`src/rtl/mem_arb.sv`:
```
// Two-requester arbiter/sequencer for a simple-dual-port memory with bounded-burst ownership.
// Optional feature macro: MEM_ARB_BURST_EN (defined = BURST limit applies, undefined = locked ownership).
module mem_arb #(
   parameter int ADDRW = 10,
   parameter int DATAW = 8,
   parameter int BURST = 4
) (
   input  logic             clk,
   input  logic             rst_n,
   input  logic             a_req,
   input  logic             a_we,
   input  logic [ADDRW-1:0] a_addr,
   input  logic [DATAW-1:0] a_wdata,
   input  logic             b_req,
   input  logic             b_we,
   input  logic [ADDRW-1:0] b_addr,
   input  logic [DATAW-1:0] b_wdata,
   output logic             a_gnt,
   output logic             b_gnt,
   output logic             a_rvalid,
   output logic             b_rvalid,
   output logic [DATAW-1:0] a_rdata,
   output logic [DATAW-1:0] b_rdata,
   output logic             mem_wr_en,
   output logic [ADDRW-1:0] mem_wr_addr,
   output logic [DATAW-1:0] mem_wr_data,
   output logic [ADDRW-1:0] mem_rd_addr,
   input  logic [DATAW-1:0] mem_rd_data
);

   typedef enum logic [1:0] {
      IDLE  = 2'd0,
      OWN_A = 2'd1,
      OWN_B = 2'd2
   } owner_t;

   localparam logic SEL_A = 1'b0;
   localparam logic SEL_B = 1'b1;

   owner_t             owner_r;
   owner_t             owner_nxt_s;
   logic               last_r;
   logic               win_a_s;
   logic               win_b_s;
   logic               gnt_a_s;
   logic               gnt_b_s;
   logic               burst_hit_s;
   logic               a_rvalid_r;
   logic               b_rvalid_r;
   logic [DATAW-1:0]   a_rdata_r;
   logic [DATAW-1:0]   b_rdata_r;

`ifdef MEM_ARB_BURST_EN
   localparam int CW = $clog2(BURST + 1);
   localparam logic [CW-1:0] BURST_C = CW'(BURST);
   logic [CW-1:0] cnt_r;
   logic          same_owner_s;

   assign burst_hit_s  = (cnt_r >= BURST_C);
   assign same_owner_s = (gnt_a_s && (owner_r == OWN_A)) || (gnt_b_s && (owner_r == OWN_B));

   // Beats granted to the current owner, saturating at BURST, restarting at 1 on a switch
   always_ff @(posedge clk or negedge rst_n) begin
      if (!rst_n) begin
         cnt_r <= {CW{1'b0}};
      end else if (!(gnt_a_s || gnt_b_s)) begin
         cnt_r <= {CW{1'b0}};
      end else if (same_owner_s) begin
         cnt_r <= (cnt_r < BURST_C) ? (cnt_r + CW'(1)) : BURST_C;
      end else begin
         cnt_r <= CW'(1);
      end
   end
`else
   // Locked ownership: the holder is never pre-empted, so BURST has no effect
   localparam logic BURST_OK = (BURST >= 1);
   assign burst_hit_s = 1'b0 & BURST_OK;
`endif

   // Winner selection and next owner
   always_comb begin
      win_a_s = 1'b0;
      win_b_s = 1'b0;
      case (owner_r)
         IDLE: begin
            if (a_req && b_req) begin
               win_a_s = (last_r == SEL_B);
               win_b_s = (last_r == SEL_A);
            end else begin
               win_a_s = a_req;
               win_b_s = b_req;
            end
         end
         OWN_A: begin
            if (a_req && !(b_req && burst_hit_s)) begin
               win_a_s = 1'b1;
            end else begin
               win_b_s = b_req;
            end
         end
         OWN_B: begin
            if (b_req && !(a_req && burst_hit_s)) begin
               win_b_s = 1'b1;
            end else begin
               win_a_s = a_req;
            end
         end
         default: begin
            win_a_s = 1'b0;
            win_b_s = 1'b0;
         end
      endcase
      if (win_a_s) begin
         owner_nxt_s = OWN_A;
      end else if (win_b_s) begin
         owner_nxt_s = OWN_B;
      end else begin
         owner_nxt_s = IDLE;
      end
   end

   assign gnt_a_s = win_a_s & rst_n;
   assign gnt_b_s = win_b_s & rst_n;
   assign a_gnt   = gnt_a_s;
   assign b_gnt   = gnt_b_s;

   assign mem_wr_en   = (gnt_a_s && a_we) || (gnt_b_s && b_we);
   assign mem_wr_addr = gnt_b_s ? b_addr  : a_addr;
   assign mem_wr_data = gnt_b_s ? b_wdata : a_wdata;
   assign mem_rd_addr = gnt_b_s ? b_addr  : a_addr;

   // Ownership state and last-served requester
   always_ff @(posedge clk or negedge rst_n) begin
      if (!rst_n) begin
         owner_r <= IDLE;
         last_r  <= SEL_B;
      end else begin
         owner_r <= owner_nxt_s;
         if (gnt_a_s) begin
            last_r <= SEL_A;
         end else if (gnt_b_s) begin
            last_r <= SEL_B;
         end else begin
            last_r <= last_r;
         end
      end
   end

   // Read return: capture the asynchronous read data for the granted reader
   always_ff @(posedge clk or negedge rst_n) begin
      if (!rst_n) begin
         a_rvalid_r <= 1'b0;
         b_rvalid_r <= 1'b0;
         a_rdata_r  <= {DATAW{1'b0}};
         b_rdata_r  <= {DATAW{1'b0}};
      end else begin
         a_rvalid_r <= gnt_a_s && !a_we;
         b_rvalid_r <= gnt_b_s && !b_we;
         if (gnt_a_s && !a_we) begin
            a_rdata_r <= mem_rd_data;
         end
         if (gnt_b_s && !b_we) begin
            b_rdata_r <= mem_rd_data;
         end
      end
   end

   assign a_rvalid = a_rvalid_r;
   assign b_rvalid = b_rvalid_r;
   assign a_rdata  = a_rdata_r;
   assign b_rdata  = b_rdata_r;

endmodule

```
`config.mk`:
```
export PLATFORM = sky130hd
export DESIGN_NAME = mem_arb
export DESIGN_NICKNAME = d
export VERILOG_FILES = /design/src/rtl/mem_arb.sv
export SDC_FILE = /design/constraint.sdc
export NUM_CORES = 1
export LEC_CHECK = 0
export ABC_AREA = 1
export CAP_MARGIN = 20
export CORE_AREA = 2 2 48 84
export DETAILED_ROUTE_END_ITERATION = 12
export DIE_AREA = 0 0 50 86
export PLACE_DENSITY = 0.87
export SYNTH_ARGS = -nofsm -noshare
export SYNTH_HDL_FRONTEND = slang
export SYNTH_SLANG_ARGS = --single-unit
```
`constraint.sdc`:
```
create_clock -name clk -period 2.8 [get_ports clk]
set_input_delay 0.56 -clock clk [delete_from_list [all_inputs] [get_ports clk]]
set_output_delay 0.56 -clock clk [all_outputs]
set_load 0.01 [all_outputs]
```
* After elaboration in Yosys (flattened, before gate mapping)
Index checks and enable logic that the tools add are counted.
Cells by class: equal/unequal tests 2, bitwise operators 3, muxes and demuxes 14, reductions and logical operators 10
Operators by type and width (number):
- $mux 10 | 1
- $mux 1 | 8
- $mux 8 | 1
- $pmux 1 s3 | 2
- $logic_and 1x1->1 | 5
- $mux 2 | 2
- $and 1x1->1 | 2
- $eq 2x1->1 const B | 1
- $eq 2x2->1 const B | 1
- $logic_not 1->1 | 2
- $logic_not 2->1 | 1
- $reduce_bool 2->1 | 1
- $logic_or 1x1->1 | 1
- $not 1->1 | 1
Storage, ports and cells: input bits 50, register bits after elaboration 21

* Logic depth before layout (Yosys ltp)
Gate-level depths: netlist of run 1.
depth after elaboration 6, mapped depth 9

* Worst setup path before layout of run 1
OpenSTA, ideal clock, no wires.
path type in2out, start input port a_req, end output port mem_wr_addr[0], required time 2.240 ns, stages on the path 9, arrival 1.461 ns, setup slack 0.779 ns, path through nand2_1 -> inv_1 -> nor2_4 -> nand3_2 -> buf_6 -> buf_6 -> nand2_1 -> nand2_1 -> buf_4
On the way: longest elaborated chain between the ends 5
Ends and longest elaborated chain:
- start, declared | RTL line 10 | input logic a_req,
- $logic_and 1x1->1 | RTL line 86 | if (a_req && b_req) begin
- $mux 1 | RTL line 86
- $pmux 1 s3 (*) | RTL line 84 | case (owner_r)
- $and 1x1->1 (*) | RTL line 123 | assign gnt_b_s = win_b_s & rst_n;
- $mux 10 (*)
- end, declared | RTL line 25 | output logic [ADDRW-1:0] mem_wr_addr,
Every way passes the cells marked *; elsewhere a longest branch is shown, timed or not.

* Worst setup path after layout of run 1
start input port b_req, end output port b_gnt
On the way: longest elaborated chain between the ends 4
Ends and longest elaborated chain:
- start, declared | RTL line 14 | input logic b_req,
- $logic_and 1x1->1 | RTL line 86
- $mux 1 | RTL line 86
- $pmux 1 s3 (*) | RTL line 84
- $and 1x1->1 (*) | RTL line 123
- end, declared | RTL line 19 | output logic b_gnt,
Marks and branches as above.

==> impl_metrics.toml, run 1 <==
[global_routing]
antenna_found_initial = 0
grt_pass1_wl_mm = 6.106
grt-busiest-layer = "met2"
met1_usage = 0.1692
track_usage = 0.1779
overflow = 0
grt_max_degree = 32
grtUsageMet2 = 0.3600
use_met3 = 0.04007
grt_pass1_vias = 1421

[synth]
syn-instance-count = 177
yosysUniqueCellTypes = 20
syn_nets = 227
synth_seq_area_share = 0.4193
synth_warnings = 0
ys_seq_elements = 21
synth_area_sq_mm = 0.001256
synth_area_per_cell_sq_um = 7.097

[setup_path]
crit_arrival_ps = 2120
criticalPathCategory = "in -> out"
critPathLaunchType = "input port"
cp_max_fo = 20
r2r_slack_ps = 1280
cp_data_required_time_ps = 2240
crit_path_end_kind = "output port"

[clock_network]
cts_resized = 30
clockBufferDepth = 2
clkTransAtPathRegs_ps = 70
tritoncts = "done"
cts_sinks = 21
post-cts-setup-buffers = 0
clkLatencyLatePin_ps = 250
h-tree-depth = 1
cts_buffers = 3
cts_hold_buf = 0
cts_root_buffer = "clkbuf_8"

[placement]
dpl.hpwl_mm = 3.262
port_buffers = 98
postPlaceCellArea_sq_mm = 0.002281
preCtsSetupSlack_ps = -128.2
dp.cells = 317
gp_congestion = 0.8151

[hold_path]
min-delay-path-class = "reg -> reg"

[power]
total_power_uw = 1645
irDropWorstVdd_mv = 0.5162
power.density_mw_per_mm2 = 714.7
leakagePower_uw = 0.001219

[finish]
finalInstanceArea_sq_mm = 0.002301
final_common_cell = "nand2_1"
final_layout_size_suffix_gt1_frac = 0.09455
final_cells = 321
final_cell_mix = "101 x nand2_1, 68 x clkdlybuf4s50_1, 29 x dlygate4sd2_1"
nets = 326
diodes = 0
syn_to_final_growth_pct = 83.17
nFillCells = 317

[detailed_routing]
viasPerCell = 4.533
wire_per_inst_microns = 12.16
drt_iter0_markers = 30
wl_mm = 3.903
dr_total_vias = 1455
post-route-drc-count = 0
dr.pass1.iters = 4
antenna_left = 0

[floorplan]
start_util = 0.3497
num_rows = 29
die_area_sq_mm = 0.004300
ios = 99
die_w_microns = 50
core_area_sq_mm = 0.003592
die_h_microns = 86

[timing]
slew_violations = 0
setup_ws_ps = 122.9
fin_crit_ps = 2677
final-setup-viol-count = 0
max_freq_mhz = 373.5
whs_ps = 487.4
rsz0062_at_grt = "no"
worstMarginPinSlew_ps = 362.6
clock_skew_ps = 2.149
max_slew_margin = 0.7576
finalHoldViolations = 0
finalCritPeriodShare = 0.9561

[job]
cap_viol_max_count = 0

[run_status]
status = "completed"
-- flip-flops by register name, summed over array words and instances, names as in the netlist --
register and cells:
a_rdata 8, b_rdata 8, owner_r 2, a_rvalid 1, b_rvalid 1, last_r 1
-- final timing paths --
| path | start | end | depth (start not counted) |
|---|---|---|---|
| worst min-delay path | a_rdata[4]$_DFFE_PN0P_ | a_rdata[4]$_DFFE_PN0P_ | 2 |
| min in group asynchronous | rst_n | b_rdata[4]$_DFFE_PN0P_ | 3 |
| worst min register to register | a_rdata[4]$_DFFE_PN0P_ | a_rdata[4]$_DFFE_PN0P_ | 2 |
| worst max-delay path | b_req | b_gnt | 7 |
| worst max register to register | last_r$_DFFE_PN1P_ | a_rdata[1]$_DFFE_PN0P_ | 8 |
| max in group asynchronous | rst_n | last_r$_DFFE_PN1P_ | 3 |
-- critical path, stage by stage --
cell	delay (ps)
clkdlybuf4s50_1	500
nand2_2	80
nor2_4	110
nand3_4	100
inv_2	90
buf_12	140
clkdlybuf4s50_1	530
-- routing by layer --
metal | vias up | part of all wire
li1 | 732 | -
met1 | 650 | 0.34
met2 | 69 | 0.56
met3 | 4 | 0.093
met4 | 0 | 0.0079
met5 | - | 0
-- synthesized netlist by cell type --
cell,n,area [sq um]
dfrtp_1,20,500.5
nand4_4,1,21.27
nand3_1,3,15.01
nand4_2,1,12.51
o21ai_0,1,5.000
nand2_2,4,25.02
nand2_1,101,379.1
buf_6,3,33.78
clkinv_1,1,3.750
nor2_4,1,11.26
nand3_2,1,10.01
buf_2,1,5.000
buf_4,11,82.58
inv_2,2,7.510
nor2_1,4,15.01
dfstp_2,1,26.28
nand4_1,8,50.05
o21ai_1,1,5.000
o22ai_1,1,6.260
inv_1,11,41.29
-- stage by stage --
step	TNS [ps]	utilization
4_1_cts	0	0.6398
3_3_place_gp	-1040	0.6350
2_1_floorplan	0	-
5_1_grt	0	0.6405
3_5_place_dp	-2089	0.6350
6_report	0	0.6405
-- cells by family (layout without fill, tap and decap cells) --
group / after synthesis / count (layout) / synth area share
DFF: 21 / 21 / 0.4193
AOI/OAI and AO/OA: 3 / 3 / 0.01294
and+or+nand+nor: 124 / 124 / 0.4293
buffers and inverters: 29 / 127 / 0.1384
-- power by group --
part / switching (uW) / total, uW / internal (uW)
Combinational: 418 / 909 / 492
Sequential: 96.8 / 545 / 449
Clock: 90.9 / 190 / 98.8
Total: 605 / 1640 / 1040
-- final cells by class --
type,instances,area [sq um],area share
repair buffers,109,1055,0.4584
well taps,46,57.56,0.02501
multi-input cells,127,563.0,0.2447
clock buffers,3,41.29,0.01794
inverters,14,52.55,0.02284
clock inverters,1,5.005,0.002175
flip-flops and latches,21,526.8,0.2289
No activity file was read; power rests on OpenSTA's default activity.
==> run 2: changes to the inputs <==
--- a/config.mk
+++ b/config.mk
@@ -6,11 +6,12 @@
 export NUM_CORES = 1
 export LEC_CHECK = 0
 export ABC_AREA = 1
+export ABC_CLOCK_PERIOD_IN_PS = 2900
 export CAP_MARGIN = 20
-export CORE_AREA = 2 2 48 84
+export CORE_AREA = 2 2 50 87
 export DETAILED_ROUTE_END_ITERATION = 12
-export DIE_AREA = 0 0 50 86
-export PLACE_DENSITY = 0.87
+export DIE_AREA = 0 0 52 89
+export PLACE_DENSITY = 0.82
 export SYNTH_ARGS = -nofsm -noshare
 export SYNTH_HDL_FRONTEND = slang
 export SYNTH_SLANG_ARGS = --single-unit
==> constraint.sdc (replaced) <==
create_clock -name clk -period 2.9 [get_ports clk]
set_input_delay 0.58 -clock clk [delete_from_list [all_inputs] [get_ports clk]]
set_output_delay 0.58 -clock clk [all_outputs]
set_load 0.01 [all_outputs]
==> impl_metrics.toml, run 2 (synthesis results as in run 1) <==
[global_routing]
grt_pass1_vias = 1326
antenna_found_initial = 0
grt_max_degree = 32
overflow = 0
track_usage = 0.1613
grt_pass1_wl_mm = 5.747

[timing]
worstMarginPinSlew_ps = 358.5
finalHoldViolations = 0
max_slew_margin = 0.7610
slew_violations = 0
finalCritPeriodShare = 0.9642
final-setup-viol-count = 0
clock_skew_ps = 4.988
tns_ps = 0
fin_crit_ps = 2796
max_freq_mhz = 357.6

[setup_path]
cp_data_required_time_ps = 2320
crit_arrival_ps = 2220
criticalPathCategory = "in -> out"
crit_path_end_kind = "output port"
critPathLaunchType = "input port"
cp_slowest_stage_delay_ps = 520
path_cells = "clkdlybuf4s50_1 -> nand2_2 -> nor2_4 -> nand3_2 -> inv_2 -> buf_12 -> nand2_1 -> nand2_1 -> clkdlybuf4s50_1"
cp_max_fo = 13
critPathSlowestCell = "clkdlybuf4s50_1"

[power]
irDropWorstVdd_mv = 0.4783
total_power_uw = 1599
leakagePower_uw = 0.001389
power.density_mw_per_mm2 = 673.8

[clock_network]
h-tree-depth = 1
tritoncts = "done"
clockBufferDepth = 2
cts_sinks = 21
cts_root_buffer = "clkbuf_8"
clkLatencyLatePin_ps = 250
cts_buffers = 3
post-cts-setup-buffers = 0
clkTransAtPathRegs_ps = 70

[finish]
nets = 325
final_util = 0.6136
final_cells = 322
nFillCells = 327
diodes = 0
syn_to_final_growth_pct = 88.84
final_common_cell = "nand2_1"
final_cell_mix = "101 x nand2_1, 70 x clkdlybuf4s50_1, 23 x dlymetal6s2s_1"
final_layout_size_suffix_gt1_frac = 0.08759

[detailed_routing]
wl_mm = 3.888
dr.pass1.iters = 4
drt_iter0_markers = 10
dr_total_vias = 1444
wire_per_inst_microns = 12.07
antenna_left = 0
viasPerCell = 4.484
post-route-drc-count = 0

[job]
cap_viol_max_count = 0

[placement]
dp.cells = 318
port_buffers = 98
gp_congestion = 0.7929
dpl.hpwl_mm = 3.147

[floorplan]
ios = 99
start_util = 0.3249
core_area_sq_mm = 0.003866
die_w_microns = 52
die_area_sq_mm = 0.004628
die_h_microns = 89
num_rows = 30

[hold_path]
min-delay-path-class = "reg -> reg"

[run_status]
status = "completed"
[run 2: cell count changes in the layout (fill, tap and decap cells not counted), sizes merged]
cell and change:
buf -1, dlymetal6s2s +22, clkdlybuf4s50 +2, clkbuf +1
clkinv -1, dlygate4sd2 -24
[run 2: layout make-up]
| type | count | area (sq um) | share of cell area |
|---|---|---|---|
| Inverter | 14 | 52.55 | 0.02215 |
| Timing Repair Buffer | 108 | 1132 | 0.4773 |
| Clock buffer | 4 | 45.04 | 0.01899 |
| Multi-Input combinational cell | 127 | 555.5 | 0.2342 |
| Sequential cell | 21 | 526.8 | 0.2220 |
| Tap cell | 48 | 60.06 | 0.02532 |
[run 2: per-stage QoR]
stage,worst slack (ps),cell area (sq um),hold WS (ps)
floorplan,839.5,1256,284.4
global placement,-5.163,2276,461.6
detailed placement,-25.97,2276,463.8
CTS,0.8777,2315,486.0
global route,-1.511,2372,513.2
finish,103.9,2372,479.6
[run 2: report_power, final]
group	internal, uW	leakage [uW]	switching, uW	total [uW]
sequential	433	0.000263	86.6	519
clock	97.5	0.0000228	84.8	182
combinational	496	0.00110	400	897
total	1030	0.00139	572	1600
[run 2: metal layers]
| layer | wire length [microns] | track usage | vias up |
|---|---|---|---|
| met5 | 0 | 0 | - |
| met1 | 1249 | 0.1545 | 645 |
| met2 | 2099 | 0.3096 | 69 |
| met3 | 497 | 0.05184 | 4 |
| li1 | - | - | 726 |
| met4 | 42 | 0.05742 | 0 |
[run 2: worst paths after layout]
| path | end | cells past startpoint | slack (ps) | from |
|---|---|---|---|---|
| setup / recovery | mem_wr_data[1] | 9 | 100 | b_req |
| hold / removal | a_rdata[0]$_DFFE_PN0P_ | 2 | 480 | a_rdata[0]$_DFFE_PN0P_ |
| setup reg to reg | a_rdata[3]$_DFFE_PN0P_ | 8 | 1410 | last_r$_DFFE_PN1P_ |
| hold reg to reg | a_rdata[0]$_DFFE_PN0P_ | 2 | 480 | a_rdata[0]$_DFFE_PN0P_ |
| max in group asynchronous | last_r$_DFFE_PN1P_ | 3 | 1690 | rst_n |
| min in group asynchronous | a_rdata[4]$_DFFE_PN0P_ | 3 | 890 | rst_n |
[run 2: worst max-delay path, delay by kind of cell]
kind                   cells  cell delay, ps
and+or+nand+nor            5             380
buffers and inverters      4            1250
[run 2: timing repair]
action                     4_1_cts  5_1_grt
hold buffers                     0        0
pin swaps                        0        0
gates resized for setup          5       23
setup endpoints to repair        7       24
